===== src/rtl/backbone_pkg.sv =====
// Shared widths and enumerations for the processing-element backbone.
package backbone_pkg;

  localparam int DATA_W = 8;
  localparam int ACC_W  = 16;

  typedef enum logic {
    PE_OS = 1'b0,
    PE_WS = 1'b1
  } pe_mode_e;

  typedef enum logic {
    PD_IDLE  = 1'b0,
    PD_DRAIN = 1'b1
  } pe_drain_state_e;

endpackage


===== src/rtl/pe_sat_add.sv =====
// Signed adder with overflow detection and optional clamp to the representable range.
module pe_sat_add #(
  parameter int ACC_W_P  = 16,
  parameter int SAT_EN_P = 1
) (
  input  logic signed [ACC_W_P-1:0] a,
  input  logic signed [ACC_W_P-1:0] b,
  output logic signed [ACC_W_P-1:0] sum,
  output logic                      ovf
);

  localparam logic signed [ACC_W_P-1:0] MAX_VAL = {1'b0, {(ACC_W_P-1){1'b1}}};
  localparam logic signed [ACC_W_P-1:0] MIN_VAL = {1'b1, {(ACC_W_P-1){1'b0}}};

  logic signed [ACC_W_P-1:0] raw_sum;

  // Overflow happens only when both operands share a sign the result does not.
  always_comb begin
    raw_sum = a + b;
    ovf     = (a[ACC_W_P-1] == b[ACC_W_P-1]) && (raw_sum[ACC_W_P-1] != a[ACC_W_P-1]);
    sum     = raw_sum;
    if ((SAT_EN_P != 0) && ovf) begin
      sum = a[ACC_W_P-1] ? MIN_VAL : MAX_VAL;
    end
  end

endmodule


===== src/rtl/pe_2d_mx.sv =====
// Systolic MAC processing element: output-stationary or weight-stationary,
// with a double-buffered drain shift chain for the accumulator.
import backbone_pkg::*;

module pe_2d_mx #(
  parameter int DATA_W_P    = DATA_W,
  parameter int ACC_W_P     = ACC_W,
  parameter int SAT_EN_P    = 1,
  parameter int DRAIN_LEN_P = 4
) (
  input  logic                       clk,
  input  logic                       rst_n,
  input  logic                       mode_i,
  input  logic                       clear_i,
  input  logic                       valid_i,
  input  logic signed [DATA_W_P-1:0] a_i,
  input  logic signed [DATA_W_P-1:0] b_i,
  output logic signed [DATA_W_P-1:0] a_o,
  output logic signed [DATA_W_P-1:0] b_o,
  output logic                       valid_o,
  input  logic                       wload_i,
  input  logic signed [ACC_W_P-1:0]  psum_i,
  output logic signed [ACC_W_P-1:0]  psum_o,
  input  logic                       drain_i,
  input  logic                       shift_i,
  input  logic signed [ACC_W_P-1:0]  chain_i,
  output logic signed [ACC_W_P-1:0]  chain_o,
  output logic                       sat_o,
  output logic                       busy_o
);

  // The product must fit in the accumulator without truncation.
  generate
    if (ACC_W_P < 2*DATA_W_P) begin : g_bad_width
      $error("pe_2d_mx: ACC_W_P must be at least 2*DATA_W_P");
    end
  endgenerate

  localparam int CNT_W = $clog2(DRAIN_LEN_P + 1);

  pe_mode_e                    mode;
  pe_drain_state_e             state_reg;
  logic [CNT_W-1:0]            cnt_reg;
  logic signed [DATA_W_P-1:0]  w_reg;
  logic signed [DATA_W_P-1:0]  mul_b;
  logic signed [2*DATA_W_P-1:0] prod;
  logic signed [ACC_W_P-1:0]   prod_ext;
  logic signed [ACC_W_P-1:0]   acc_reg;
  logic signed [ACC_W_P-1:0]   chain_reg;
  logic signed [ACC_W_P-1:0]   acc_sum;
  logic signed [ACC_W_P-1:0]   psum_sum;
  logic                        acc_ovf;
  logic                        psum_ovf;
  logic                        capture;
  logic                        os_mac;

  assign mode     = pe_mode_e'(mode_i);
  assign mul_b    = (mode == PE_WS) ? w_reg : b_i;
  assign prod     = a_i * mul_b;
  assign prod_ext = ACC_W_P'(prod);
  assign capture  = drain_i && (state_reg == PD_IDLE);
  assign os_mac   = valid_i && (mode == PE_OS);
  assign chain_o  = chain_reg;

  pe_sat_add #(.ACC_W_P(ACC_W_P), .SAT_EN_P(SAT_EN_P)) u_acc_add (
    .a   (acc_reg),
    .b   (prod_ext),
    .sum (acc_sum),
    .ovf (acc_ovf)
  );

  pe_sat_add #(.ACC_W_P(ACC_W_P), .SAT_EN_P(SAT_EN_P)) u_psum_add (
    .a   (psum_i),
    .b   (prod_ext),
    .sum (psum_sum),
    .ovf (psum_ovf)
  );

  // Systolic forwarding of operands and their qualifier to the neighbours.
  always_ff @(posedge clk or negedge rst_n) begin
    if (!rst_n) begin
      a_o     <= '0;
      b_o     <= '0;
      valid_o <= 1'b0;
    end else begin
      a_o     <= a_i;
      b_o     <= b_i;
      valid_o <= valid_i;
    end
  end

  // Stationary weight and the WS partial-sum pipeline stage.
  always_ff @(posedge clk or negedge rst_n) begin
    if (!rst_n) begin
      w_reg  <= '0;
      psum_o <= '0;
    end else if (mode == PE_WS) begin
      if (wload_i) begin
        w_reg <= b_i;
      end
      psum_o <= valid_i ? psum_sum : psum_i;
    end
  end

  // OS accumulator: a clear or a drain capture restarts it with this beat's product.
  always_ff @(posedge clk or negedge rst_n) begin
    if (!rst_n) begin
      acc_reg <= '0;
    end else if (clear_i || capture) begin
      acc_reg <= os_mac ? prod_ext : '0;
    end else if (os_mac) begin
      acc_reg <= acc_sum;
    end
  end

  // Sticky overflow flag, cleared only when a new accumulation starts.
  always_ff @(posedge clk or negedge rst_n) begin
    if (!rst_n) begin
      sat_o <= 1'b0;
    end else if (clear_i) begin
      sat_o <= 1'b0;
    end else if (mode == PE_WS) begin
      if (valid_i && psum_ovf) begin
        sat_o <= 1'b1;
      end
    end else if (os_mac && !capture && acc_ovf) begin
      sat_o <= 1'b1;
    end
  end

  // Drain FSM: capture the accumulator, then count shifts through the column.
  always_ff @(posedge clk or negedge rst_n) begin
    if (!rst_n) begin
      state_reg <= PD_IDLE;
      cnt_reg   <= '0;
      chain_reg <= '0;
      busy_o    <= 1'b0;
    end else begin
      case (state_reg)
        PD_IDLE: begin
          if (drain_i) begin
            chain_reg <= acc_reg;
            cnt_reg   <= '0;
            state_reg <= PD_DRAIN;
            busy_o    <= 1'b1;
          end else if (shift_i) begin
            chain_reg <= chain_i;
          end
        end
        PD_DRAIN: begin
          if (shift_i) begin
            chain_reg <= chain_i;
            if (cnt_reg == CNT_W'(DRAIN_LEN_P - 1)) begin
              cnt_reg   <= '0;
              state_reg <= PD_IDLE;
              busy_o    <= 1'b0;
            end else begin
              cnt_reg <= cnt_reg + 1'b1;
            end
          end
        end
        default: begin
          state_reg <= PD_IDLE;
          busy_o    <= 1'b0;
        end
      endcase
    end
  end

endmodule


===== config.mk =====
export PLATFORM = sky130hd
export DESIGN_NAME = pe_2d_mx
export DESIGN_NICKNAME = d
export VERILOG_FILES = /design/src/rtl/backbone_pkg.sv /design/src/rtl/pe_sat_add.sv /design/src/rtl/pe_2d_mx.sv
export SDC_FILE = /design/constraint.sdc
export NUM_CORES = 1
export LEC_CHECK = 0
export ABC_AREA = 1
export CAP_MARGIN = 5
export CORE_MARGIN = 2
export CORE_UTILIZATION = 55
export DETAILED_ROUTE_END_ITERATION = 6
export PLACE_DENSITY = 0.82
export SYNTH_ARGS = -nofsm -noshare
export SYNTH_HDL_FRONTEND = slang
export SYNTH_SLANG_ARGS = --single-unit

===== constraint.sdc =====
create_clock -name clk -period 16.3 [get_ports clk]
set_input_delay 4.075 -clock clk [delete_from_list [all_inputs] [get_ports clk]]
set_output_delay 4.075 -clock clk [all_outputs]
set_load 0.005 [all_outputs]

==> results.md <==
* Antenna diodes at 0
* # resized after CTS at 0
* GRT Overall Usage at 26.6%
* Initial Utilization at 56.4%
* Multi-input logic area at 4810 um2
* MaxCap Viol Count at 0
* Average size of a mapped cell at 7.95 um2
* Worst reg-to-reg path cell count at 32
* Arrival time worst endpoint at 12.19 ns
* Core area at 13300 um2
* Crit path launch type: input pin
* FF-to-FF setup slack at 9.40 ns
* Primary FF master, synth: dfrtp_1
* TritonRoute pass-1 iters at 6
* Drc violations at 0
* GP Congestion at 0.965
* Final ANT Viol Nets at 0
* Pin count of the biggest net entering global routing at 80
* CTS Buf Count at 9
* Outcome: complete, no violations
* CP max FO at 32
* Crit Path Class: input pin to flip-flop
* Normalized max-slew margin at 33.2%
* CTS max path bufs at 2
* Synthesized netlist cell count at 943
* Detailed Route WL at 17900 um
* Io pins at 107
* Critical Path Slowest Stage Cell: clkdlybuf4s50_1
* Area growth, synth to finish at 20.4%
* Port Buffers at 106
* Crit path launch: mode_i
* Filler instances at 1112
* Nets at 1217
* Most common cell after layout, fill and taps aside: nand2_1
* Root buffer cell: clkbuf_16
* Die width at 121 um
* Worst min-delay path class: flip-flop to flip-flop
* First-pass GRT wire length at 30700 um
* FF-to-FF End: psum_o[3]
* Synthesis Warnings at 0
* Origin of the critical flop-to-flop path: w_reg[7]
* CP dominant cell by count: inv_1
* Storage element area at 1980 um2
* Share of layout cells above drive strength 1 at 6.96%
* Die Ht at 121 um
* Most frequent cells in the layout: 183 x nand2_1, 158 x inv_1, 105 x clkdlybuf4s50_1
* Post-CTS setup buffers at 0
* Post-synthesis cell type count at 45
* Setup TNS at 0 ns
* Vias per cell at 5.34
* Vias in the first global route at 6417
* Clk sinks at 79
* H-tree levels at 3
* Number of synthesized flops with an enable pin at 0
* CTS tree: built
* Vias at 6545
* Asr flop ratio synth at 100%
* Final Skew at 0.00959 ns
* Synthesized net count at 1116
* Final min period at 11.96 ns
* CP endpoint kind: flip-flop
* CP peak stage delay at 0.94 ns
* Initial DRC count at 455
* Register bit total from synthesis at 79
* Row count at 42
* Final instance area at 9020 um2
* Unrepaired setup endpoints after global routing: no
* Final period util at 73.4%
* Sequential fraction of the synthesis area at 26.4%
* Routed length per instance at 14.6 um
* Initial antenna violation count at 0
* Detail Placement HPWL at 14300 um
* Clk slew on worst S/H paths at 0.06 ns
* DIE AREA at 14600 um2
* Max Clock Freq at 83.6 MHz
* WP data required at 16.52 ns
* Hold-fix buffers at CTS at 0
* Endpoints failing setup at 0
* Clock Latency Late Sink at 0.35 ns
* Congestion Overflow GR at 0
* Mapped cell area at 7500 um2
* Post-DP Area at 8700 um2
* Worst setup path endpoint: psum_o[3]
* Max Slew Vio Count at 0
* Hold Fails Final Rpt at 0
* Slew @ Worst Pin at 1.00 ns
## how the worst min path moves through the flow
stage | slack (ns) | start | endpoint | depth (start not counted)
after global placement | 0.46 | psum_o[0] | psum_o[0] | 2
after detailed placement | 0.47 | psum_o[10] | psum_o[10] | 2
after global routing | 0.49 | psum_o[10] | psum_o[10] | 2
final | 0.48 | psum_o[9] | psum_o[9] | 2
after floorplan | 0.45 | cnt_reg[0] | cnt_reg[0] | 1
after CTS | 0.48 | psum_o[10] | psum_o[10] | 2
## cell usage after synthesis, types with 7 or more instances
master | number | area (um2)
nand2_1 | 183 | 687
inv_1 | 158 | 593
nor2_1 | 94 | 353
dfrtp_1 | 79 | 1980
o21ai_0 | 65 | 325
ha_1 | 60 | 751
fa_1 | 57 | 1140
a21oi_1 | 48 | 240
nand3_1 | 32 | 160
xor2_1 | 21 | 184
o21ai_1 | 17 | 85.1
xnor2_1 | 13 | 114
clkbuf_1 | 10 | 37.5
a21o_1 | 9 | 67.6
or2_2 | 8 | 50.1
o21ai_2 | 7 | 61.3
o22ai_1 | 7 | 43.8
## critical path: cells and delay by family
kind	cells	cell delay (ns)
adder cells (fa/ha/maj)	6	2.63
buffers and inverters	10	2.23
XOR/XNOR	1	0.18
AND/OR/NAND/NOR	8	1.49
AO/OA/AOI/OAI	9	1.57
## cell families (layout without fill, tap and decap cells)
logic type,count (synthesis),count (layout),synth area share (%)
flops,79,79,26.4
fa+ha+maj,117,117,25.2
buf+inv,181,287,9.46
xor+xnor,34,34,3.97
mux,7,7,1.03
compound gates,183,183,14.6
simple gates,342,342,19.3
## per-stage QoR
| step | setup WS [ns] | hold slack, ns | utilization [%] | instances |
|---|---|---|---|---|
| after CTS | 4.45 | 0.482 | 67.9 | 1225 |
| final | 4.34 | 0.477 | 67.9 | 1225 |
| after detailed placement | 4.12 | 0.465 | 65.4 | 1209 |
| after floorplan | 6.30 | 0.447 | - | 943 |
| after global routing | 3.59 | 0.490 | 67.9 | 1225 |
| after global placement | 4.24 | 0.463 | 65.4 | 1209 |
## layout make-up
cell class	instances	share of cell area, %
clock buffers	9	2.50
clock inverters	7	1.14
inverters	162	6.74
multi-input cells	683	53.3
flip-flops and latches	79	21.9
well taps	176	2.44
repair buffers	109	12.0
## metal layers
layer	track usage, %	wire, um	vias up
li1	-	-	3209
met1	37.3	8190	3106
met2	42.1	8320	200
met3	4.25	977	30
met4	9.01	461	0
met5	0	0	-
Power is left out: the tool's default activity adds up to more than one toggle a clock period on the data nets, which glitch-free logic cannot reach.
